### src/rtl/sbus_tx.sv
// sbus_tx -- SBUS frame encoder and serial transmitter.
//
// Holds a 16 x 11-bit channel register file, packs it together with a flags
// nibble into the 25-byte SBUS frame and shifts it out as 8E2 serial data.
// Frames are launched one at a time on 'start', or back-to-back with a fixed
// idle gap while 'auto_en' is high.
//
// Ports:
//   clk      system clock
//   rst      synchronous, active-high reset (aborts any frame in flight)
//   ch_wr    channel register write strobe
//   ch_addr  channel index 0..15
//   ch_data  11-bit channel value
//   flags    {failsafe, frame_lost, ch18, ch17}, captured at frame launch
//   start    single-cycle request for one frame
//   auto_en  continuous frame generation enable
//   tx       serial line output (polarity set by INVERT)
//   busy     high from LOAD through the last stop bit of the frame
//   done     one-cycle pulse after the last stop bit

module sbus_tx #(
    parameter int unsigned CLKS_PER_BIT   = 500,
    parameter int unsigned FRAME_GAP_CLKS = 300000,
    parameter bit          INVERT         = 1'b1
) (
    input  logic        clk,
    input  logic        rst,
    input  logic        ch_wr,
    input  logic [3:0]  ch_addr,
    input  logic [10:0] ch_data,
    input  logic [3:0]  flags,
    input  logic        start,
    input  logic        auto_en,
    output logic        tx,
    output logic        busy,
    output logic        done
);

    localparam int unsigned BitCntW = (CLKS_PER_BIT > 1) ? $clog2(CLKS_PER_BIT) : 1;
    localparam int unsigned GapCntW = (FRAME_GAP_CLKS > 1) ? $clog2(FRAME_GAP_CLKS) : 1;

    localparam logic [BitCntW-1:0] BitLast  = BitCntW'(CLKS_PER_BIT - 1);
    localparam logic [GapCntW-1:0] GapLast  = GapCntW'(FRAME_GAP_CLKS - 1);
    localparam logic [4:0]         LastByte = 5'd24;

    // Line levels after polarity inversion; the stop bits equal the idle level.
    localparam logic LineIdle  = 1'b1 ^ INVERT;
    localparam logic LineStart = 1'b0 ^ INVERT;

    typedef enum logic [2:0] {
        StIdle,
        StLoad,
        StStart,
        StData,
        StParity,
        StStop1,
        StStop2,
        StGap
    } state_e;

    state_e              state_q;
    logic [10:0]         ch_reg_q [16];
    logic [175:0]        snap_q;       // packed channel snapshot for the frame on the line
    logic [3:0]          flags_q;
    logic [4:0]          byte_idx_q;
    logic [2:0]          bit_idx_q;
    logic [BitCntW-1:0]  clk_cnt_q;
    logic [GapCntW-1:0]  gap_cnt_q;
    logic [7:0]          shift_q;
    logic                parity_q;

    logic [175:0]        ch_packed;
    logic [7:0]          cur_byte;
    logic                bit_end;
    logic                in_bit_state;

    // Channel i bit j lands on packed bit 11*i + j.
    always_comb begin
        ch_packed = '0;
        for (int i = 0; i < 16; i++) begin
            ch_packed[11*i +: 11] = ch_reg_q[i];
        end
    end

    // Frame byte selected by the current byte index.
    always_comb begin
        cur_byte = 8'h00;
        if (byte_idx_q == 5'd0) begin
            cur_byte = 8'h0F;
        end else if (byte_idx_q <= 5'd22) begin
            cur_byte = snap_q[{byte_idx_q - 5'd1, 3'b000} +: 8];
        end else if (byte_idx_q == 5'd23) begin
            cur_byte = {4'b0000, flags_q};
        end
    end

    assign bit_end      = (clk_cnt_q == BitLast);
    assign in_bit_state = (state_q == StStart) || (state_q == StData) ||
                          (state_q == StParity) || (state_q == StStop1) ||
                          (state_q == StStop2);

    // tx is registered: every transition into a bit state also loads the
    // level of that bit, so the line changes exactly on the bit boundary.
    always_ff @(posedge clk) begin
        if (rst) begin
            state_q    <= StIdle;
            for (int i = 0; i < 16; i++) begin
                ch_reg_q[i] <= '0;
            end
            snap_q     <= '0;
            flags_q    <= '0;
            byte_idx_q <= '0;
            bit_idx_q  <= '0;
            clk_cnt_q  <= '0;
            gap_cnt_q  <= '0;
            shift_q    <= '0;
            parity_q   <= 1'b0;
            tx         <= LineIdle;
            busy       <= 1'b0;
            done       <= 1'b0;
        end else begin
            done <= 1'b0;

            if (ch_wr) begin
                ch_reg_q[ch_addr] <= ch_data;
            end

            if (in_bit_state) begin
                clk_cnt_q <= bit_end ? '0 : clk_cnt_q + 1'b1;
            end

            unique case (state_q)
                // The inter-frame gap is only enforced in StGap, so auto_en
                // seen in IDLE launches at once.
                StIdle: begin
                    if (start || auto_en) begin
                        busy    <= 1'b1;
                        state_q <= StLoad;
                    end
                end

                StLoad: begin
                    snap_q     <= ch_packed;
                    flags_q    <= flags;
                    byte_idx_q <= '0;
                    clk_cnt_q  <= '0;
                    tx         <= LineStart;
                    state_q    <= StStart;
                end

                StStart: begin
                    if (bit_end) begin
                        shift_q   <= cur_byte;
                        parity_q  <= ^cur_byte;
                        bit_idx_q <= '0;
                        tx        <= cur_byte[0] ^ INVERT;
                        state_q   <= StData;
                    end
                end

                // shift_q[0] is the bit on the line; shift_q[1] is next.
                StData: begin
                    if (bit_end) begin
                        if (bit_idx_q == 3'd7) begin
                            tx      <= parity_q ^ INVERT;
                            state_q <= StParity;
                        end else begin
                            tx        <= shift_q[1] ^ INVERT;
                            shift_q   <= {1'b0, shift_q[7:1]};
                            bit_idx_q <= bit_idx_q + 3'd1;
                        end
                    end
                end

                StParity: begin
                    if (bit_end) begin
                        tx      <= LineIdle;
                        state_q <= StStop1;
                    end
                end

                StStop1: begin
                    if (bit_end) begin
                        state_q <= StStop2;
                    end
                end

                StStop2: begin
                    if (bit_end) begin
                        if (byte_idx_q != LastByte) begin
                            byte_idx_q <= byte_idx_q + 5'd1;
                            tx         <= LineStart;
                            state_q    <= StStart;
                        end else begin
                            done      <= 1'b1;
                            busy      <= 1'b0;
                            gap_cnt_q <= '0;
                            state_q   <= auto_en ? StGap : StIdle;
                        end
                    end
                end

                StGap: begin
                    if (gap_cnt_q == GapLast) begin
                        if (auto_en) begin
                            busy    <= 1'b1;
                            state_q <= StLoad;
                        end else begin
                            state_q <= StIdle;
                        end
                    end else begin
                        gap_cnt_q <= gap_cnt_q + 1'b1;
                    end
                end

                default: begin
                    state_q <= StIdle;
                end
            endcase
        end
    end

endmodule

### config.mk
export PLATFORM = sky130hd
export DESIGN_NAME = sbus_tx
export DESIGN_NICKNAME = d
export VERILOG_FILES = /design/src/rtl/sbus_tx.sv
export SDC_FILE = /design/constraint.sdc
export NUM_CORES = 1
export LEC_CHECK = 0
export ABC_AREA = 1
export BUFFER_PORTS_ARGS = -buffer_cell sky130_fd_sc_hd__buf_2
export CAP_MARGIN = 15
export CORE_ASPECT_RATIO = 1.25
export CORE_UTILIZATION = 40
export CTS_CLUSTER_DIAMETER = 40
export DETAILED_ROUTE_END_ITERATION = 6
export PLACE_DENSITY = 0.66
export SLEW_MARGIN = 10
export SYNTH_ARGS = -nofsm -noshare
export SYNTH_HDL_FRONTEND = slang
export SYNTH_SLANG_ARGS = --single-unit
### constraint.sdc
create_clock -name clk -period 2.6 [get_ports clk]
set_input_delay 0.13 -clock clk [delete_from_list [all_inputs] [get_ports clk]]
set_output_delay 0.13 -clock clk [all_outputs]
set_load 0.1 [all_outputs]
==> metrics.md, run 1 <==
| Metric | Value |
|---|---|
| Vias post-DR | `14,000` |
| Post-route ant nets | `0` |
| Relative slew slack | `47.1%` |
| Fraction of layout cells with a size suffix above 1 | `9.29%` |
| Post-synthesis compound-gate area fraction | `10.1%` |
| Total power | `19,000 uW` |
| Vias per Instance | `5.23` |
| CTS Root Cell | `clkbuf_16` |
| Run status | `completed` |
| Worst min path class | `in -> reg` |
| Post-synthesis simple-gate area fraction | `24.9%` |
| Synth Instances | `2,068` |
| WL/cell | `17.2 um` |
| Avg Cell Area, Syn | `8.31 um^2` |
| Synth cell types | `48` |
| Initial Util | `40.7%` |
| Post-synth net total | `2,103` |
| Slew Limit Fails | `0` |
| Routability cong. | `0.859` |
| Fin Setup TNS | `0 ns` |
| Share of the synthesized area in the top cell type | `30.8%` |
| H-Tree Level Count | `2` |
| Pwr/cell area | `966 nW/um^2` |
| Clk_lat worst skew | `0.56 ns` |
| Max IR drop VDD | `0.000666 V` |
| CP max FO | `15` |
| Worst setup SP type | `register` |
| Drt drc | `0` |
| Adder-Cell Fraction of Synth Area | `0.801%` |
| Ports | `27` |
| HPWL after DPL | `27.9 mm` |
| GR Overflow Total | `0` |
| # clock sinks | `406` |
| Drt first pass iters | `6` |
| Total GRT Usage | `20.9%` |
| Synthesis-stage register bit count | `406` |
| Switching Fraction | `31.5%` |
| Cell Area, Synth | `17,200 um^2` |
| Xor/xnor share of the synthesized area | `0.488%` |
| Initial antenna violation count | `0` |
| CTS tree | `built` |
| Pleak | `0.00789 uW` |
| Unrepaired setup endpoints after global routing | `no` |
| Clock share of power | `35.3%` |
| Synth-to-layout area growth | `14.6%` |
| Placed cells | `2,577` |
| Critical Path RT | `3.04 ns` |
| Setup violation total in the final timing report | `0` |
| Final hold violations | `0` |
| Die span in x | `187 um` |
| Synth top area cells | `edfxtp_1 31%, dfxtp_1 27%, nor2_1 11%` |
| Main combinational cell family by area after synthesis | `simple AND/OR/NAND/NOR gates` |
| Cell mode on critical path | `nand3_1` |
| Clk pin slew, worst setup/hold paths | `0.06 ns` |
| Non-Filler Instances | `2,668` |
| Post-CTS Setup Bufs | `0` |
| Fmax | `417 MHz` |
| CP arrival | `2.84 ns` |
| Synth area leader | `edfxtp_1` |
| Antenna Cells | `0` |
| Crit path time final | `2.40 ns` |
| Largest net degree at the start of global routing | `164` |
| First-pass GRT wire length | `72.4 mm` |
| Critical Path End Type | `register` |
| CP peak stage delay | `0.34 ns` |
| Num CTS Buffers | `46` |
| Critical path start-end classification | `reg -> reg` |
| Row cnt | `84` |
| Vias in the first global route | `13,500` |
| Worst Tran Pin Value | `0.794 ns` |
| Place WS | `0.146 ns` |
| DRT iter0 DRCs | `1,336` |
| WL final | `46.0 mm` |
| Seq/Total Area, Yosys | `57.5%` |
| Comb pwr share | `20.1%` |
| Post-synthesis mux area share | `0%` |
| Critical-path cell list | `inv_1 > ha_4 > inv_2 > buf_12 > nand3_1 > nand3_1 > nand3_1 > nand2_1 > nor2_2 > inv_1 > nand2_1 > nand2_1 > nand3_1 > nand2_1 > nand3_1 > nand3_1 > nand2_1 > inv_1` |
| Clk buf depth | `3` |
| Setup WS post-layout | `0.201 ns` |
| Setup Skew | `0.0242 ns` |
| # port buffers | `26` |
| Max-cap violations | `0` |
| P_sw | `5990 uW` |
| Pint | `13,000 uW` |
| Core Region | `42,300 um^2` |
| Ys Warns | `0` |
| Final nets | `2,106` |
| Final worst path period share | `92.3%` |
| Seq pwr share | `44.6%` |
| Die Area | `43,800 um^2` |
| CP max-delay cell | `dfxtp_1` |
| Chip height | `234 um` |
## Yosys cell counts, drive strengths merged
library cell,n
a211oi,5
a21oi,97
a221oi,1
a31oi,2
a41oi,1
and3,1
buf,34
clkbuf,93
dfxtp,230
edfxtp,176
ha,11
inv,138
nand2,337
nand3,145
nand4,11
nor2,515
nor3,25
nor3b,2
nor4,2
o2111ai,1
o21a,5
o21ai,222
o21bai,1
o31ai,2
o41ai,1
or2,1
or3,1
or4,1
xnor2,3
xor2,4
## power groups by stage
stage	combinational [uW]	clock, uW	sequential [uW]
after floorplan	2670	0	8480
after global placement	3700	0	8580
after detailed placement	3770	0	8590
after CTS	3800	6790	8480
after global routing	4320	7030	8610
final	3820	6720	8490
## final timing paths
kind / from / end / slack, ns / cells after the start
min: auto_en / state_q[0] / 0.05 / 5
min reg2reg: snap_q[18] / snap_q[18] / 0.45 / 2
max: byte_idx_q[1] / parity_q / 0.20 / 18
max reg2reg: byte_idx_q[1] / parity_q / 0.20 / 18
## registers in the layout (all words and copies together) (netlist names), 4 cells and up
register / count
gap_cnt_q: 19
snap_q: 176
clk_cnt_q: 9
ch_reg_q: 176
byte_idx_q: 5
shift_q: 7
flags_q: 4
## critical path: cells and delay by family, from the launching register on
family        cells  cell delay (ns)
flops             1             0.34
buf+inv           5             0.45
fa+ha+maj         1             0.33
simple gates     12             1.15
## through the flow
step                      cell area (um^2)  util [%]  hold slack, ns
after floorplan                      17200         -           0.265
after global placement               18000      42.6           0.370
after detailed placement             18000      42.6           0.372
after CTS                            19600      46.5          0.0190
after global routing                 19700      46.6          0.0522
final                                19700      46.6          0.0512
## final cells by class
cell class / count / area [um^2]
fill: 4038 / 22600
clock inverter: 30 / 324
multi-input combinational: 1397 / 6300
clock buffer: 56 / 1270
inverter: 138 / 528
timing repair buffer: 82 / 686
sequential: 406 / 9890
tap: 559 / 699
## repair_timing
action / 4_1_cts / 5_1_grt
hold buffers: 4 / 0
resized for setup: 0 / 12
setup endpoints to repair: 0 / 1
endpoints found under the hold margin: 4 / 0
## metal layers
layer  vias up  wire, um  track usage (%)
met5         -         0                0
met4         0      2060             10.2
met3       106      2310             2.84
met2       389     22000             36.2
met1      6682     19600             25.7
li1       6773         -                -
## cells by family (layout without fill, tap and decap cells)
logic type      count (synthesis)  after routing
flops                         406            406
simple gates                 1041           1041
xor+xnor                        7              7
buf+inv                       265            306
compound gates                338            338
fa+ha+maj                      11             11
## placed cells by master, fill, tap and decap left out, drive strengths merged, types with 4 or more instances in the layout
master         n
a211oi         5
a21oi         97
buf           77
bufinv         5
clkbuf        57
clkinv        17
clkinvlp       5
dfxtp        230
dlygate4sd3    4
edfxtp       176
ha            11
inv          141
nand2        337
nand3        145
nand4         11
nor2         515
nor3          25
o21a           5
o21ai        222
xor2           4
Note: power is estimated with default switching activity, not from simulation.
==> run 2: changes to the inputs <==
- REMOVE_ABC_BUFFERS: default -> 1
==> run 2 against run 1 <==
Against the previous run:
- final cell count grew 1.2%
- clock skew rose by 0.0041 ns
- sequential share of layout area shrank 0.77 points
- clock-buffer cell count up 10
- clock power up 1%
- utilization is 0.72 points higher
- critical path type unchanged
- largest power group unchanged
==> metrics.md, run 2 (same netlist as run 1, synthesis figures left out) <==
| Metric | Value |
|---|---|
| CP peak stage delay | `0.37 ns (+0.03 ns)` |
| Clk_lat worst skew | `0.59 ns (+0.03 ns)` |
| Run status | `completed` |
| GR Overflow Total | `0 (unchanged)` |
| Drt first pass iters | `6 (unchanged)` |
| Finished Cell Area | `20,000 um^2 (+1.5%)` |
| H-Tree Level Count | `2 (unchanged)` |
| Area post-placement | `18,100 um^2 (+0.86%)` |
| Flop-to-flop setup slack | `0.12 ns (-0.08 ns)` |
| RR Endpoint | `parity_q` |
| Hold slack | `0.0634 ns (+0.0121 ns)` |
| Clk buf depth | `3 (unchanged)` |
| CP arrival | `2.95 ns (+0.11 ns)` |
| Fraction of layout cells with a size suffix above 1 | `10.2% (+0.89 points)` |
| Post-route ant nets | `0 (unchanged)` |
| Num CTS Buffers | `49 (+6.5%)` |
| Initial Util | `40.7% (unchanged)` |
| Vias in the first global route | `13,200 (-2.1%)` |
| Register area | `9890 um^2 (about the same)` |
| CP startpoint | `byte_idx_q[0]` |
| CP max FO | `13 (-2)` |
| Row cnt | `84 (unchanged)` |
| HPWL after DPL | `28.4 mm (+1.6%)` |
| Die span in x | `187 um (unchanged)` |
| First-pass GRT wire length | `72.0 mm (-0.54%)` |
| Place WS | `0.0992 ns (-0.0468 ns)` |
| Die Area | `43,800 um^2 (unchanged)` |
| Relative slew slack | `35.8% (-11 points)` |
| WL/cell | `17.3 um (+0.40%)` |
| Top Registers | `ch_reg_q: 176 flops, snap_q: 176 flops, gap_cnt_q: 19 flops` |
| Final hold violations | `0 (unchanged)` |
| Max-cap violations | `0 (unchanged)` |
| Commonest cells after routing, fill and taps aside | `506 x nor2_1, 331 x nand2_1, 229 x dfxtp_1` |
| Final worst path period share | `95.4% (+3.1 points)` |
| Fmax | `403 MHz (-3.3%)` |
| Met3 Use GR | `2.80% (-0.045 points)` |
| Final nets | `2,134 (+1.3%)` |
| CTS tree | `built` |
| CP endpoint | `parity_q` |
| Critical-path cell list | `inv_6 > ha_4 > buf_4 > clkbuf_16 > nand3_1 > nand3_1 > nand3_1 > nand2_1 > nor2_2 > inv_1 > nand2_1 > nand2_1 > xnor2_1 > nand3_1 > nand3_1 > nand2_1 > inv_1` |
| Synth-to-layout area growth | `16.4%` |
| CP max-delay cell | `dfxtp_4` |
| Cell mode on critical path | `nand3_1` |
| GR peak layer | `met2` |
| Ports | `27 (unchanged)` |
| Utilization after layout | `47.3% (+0.72 points)` |
| Setup Skew | `0.0283 ns (+0.00405 ns)` |
| Critical Path RT | `3.07 ns (+0.03 ns)` |
| Largest net degree at the start of global routing | `101 (-38%)` |
| Critical Path End Type | `register` |
| Core Region | `42,300 um^2 (unchanged)` |
| Slew Limit Fails | `0 (unchanged)` |
| Clk pin slew, worst setup/hold paths | `0.06 ns (about the same)` |
| Antenna Cells | `0 (unchanged)` |
| Max IR drop VDD | `0.000527 V (-21%)` |
| Routability cong. | `0.918 (+6.8%)` |
| Setup violation total in the final timing report | `0 (unchanged)` |
| Vias per Instance | `5.23 (about the same)` |
| R2r startpoint | `byte_idx_q[0]` |
| Worst setup SP type | `register` |
| Worst Tran Pin Value | `0.962 ns (+0.168 ns)` |
| Vias post-DR | `14,100 (+1.2%)` |
| Total GRT Usage | `20.9% (-0.025 points)` |
| Commonest non-fill, non-tap cell in the layout | `nor2_1` |
| CTS Root Cell | `clkbuf_16` |
| GRT met1 Usage | `26.3% (+0.61 points)` |
| Chip height | `234 um (unchanged)` |
| Crit path time final | `2.48 ns (+0.0819 ns)` |
| FILL cells | `4,036 (-0.050%)` |
| # port buffers | `26 (unchanged)` |
| # clock sinks | `406 (unchanged)` |
| Pleak | `0.00803 uW (+1.9%)` |
| Multi-input logic area | `6300 um^2 (about the same)` |
| Met2 usage | `36.5% (+0.29 points)` |
| DRT iter0 DRCs | `1,216 (-9.0%)` |
| Pwr/cell area | `952 nW/um^2 (-1.4%)` |
| Critical path start-end classification | `reg -> reg` |
| WL final | `46.7 mm (+1.6%)` |
| Drt drc | `0 (unchanged)` |
| Worst min path class | `in -> reg` |
| Setup WS post-layout | `0.119 ns (-0.0819 ns)` |
| R2r worst-path depth | `17 (-1)` |
| Initial antenna violation count | `0 (unchanged)` |
## run 2: worst min-delay path by stage
stage | slack (ns) | from | depth (start not counted) | endpoint
after floorplan | 0.20 | rst | 1 | bit_idx_q[1]
after global placement | 0.37 | flags[2] | 3 | flags_q[2]
after CTS | 0.02 | auto_en | 5 | state_q[0]
after detailed placement | 0.37 | flags[2] | 3 | flags_q[2]
after global routing | 0.08 | auto_en | 5 | state_q[0]
final | 0.06 | auto_en | 5 | state_q[0]
## run 2: what timing repair did
item	in CTS	in global routing
resized for setup	0	20
buffers inserted	0	3
setup endpoints to repair	0	1
endpoints found under the hold margin	5	0
hold buffers	5	0
## run 2: metal layers
layer  part of all wire [%]  wire, um
met1                     42     19500
met2                     49     23100
met5                      0         0
met3                    5.5      2560
met4                    3.2      1490
## run 2: per-stage QoR
step | instances | TNS (ns) | power (uW)
final | 2699 | 0 | 19100
after global routing | 2699 | -0.0297 | 20000
after CTS | 2693 | 0 | 19100
after detailed placement | 2596 | 0 | 12300
after global placement | 2596 | 0 | 12200
after floorplan | 1941 | -1497.71 | 11000
## run 2: cell type report
class / count / share of cell area, %
Inverter: 138 / 2.68
Clock inverter: 26 / 1.49
Sequential cell: 406 / 49.5
Multi-Input combinational cell: 1397 / 31.5
Timing Repair Buffer: 107 / 4.72
Tap cell: 559 / 3.50
Clock buffer: 66 / 6.66
## run 2: worst max-delay path, delay by kind of cell, from the launching register on
kind	cells	cell delay, ns
and+or+nand+nor	10	1.06
buffers and inverters	5	0.54
DFF	1	0.37
adders and majority gates	1	0.25
xor gates and xnor gates	1	0.13
## run 2: power breakdown
| part | leakage (uW) | switching [uW] | total (uW) | internal [uW] |
|---|---|---|---|---|
| sequential | 0.00357 | 578 | 8480 | 7900 |
| combinational | 0.00369 | 2660 | 3760 | 1100 |
| clock | 0.000779 | 2830 | 6820 | 3980 |
| total | 0.00803 | 6070 | 19100 | 13000 |
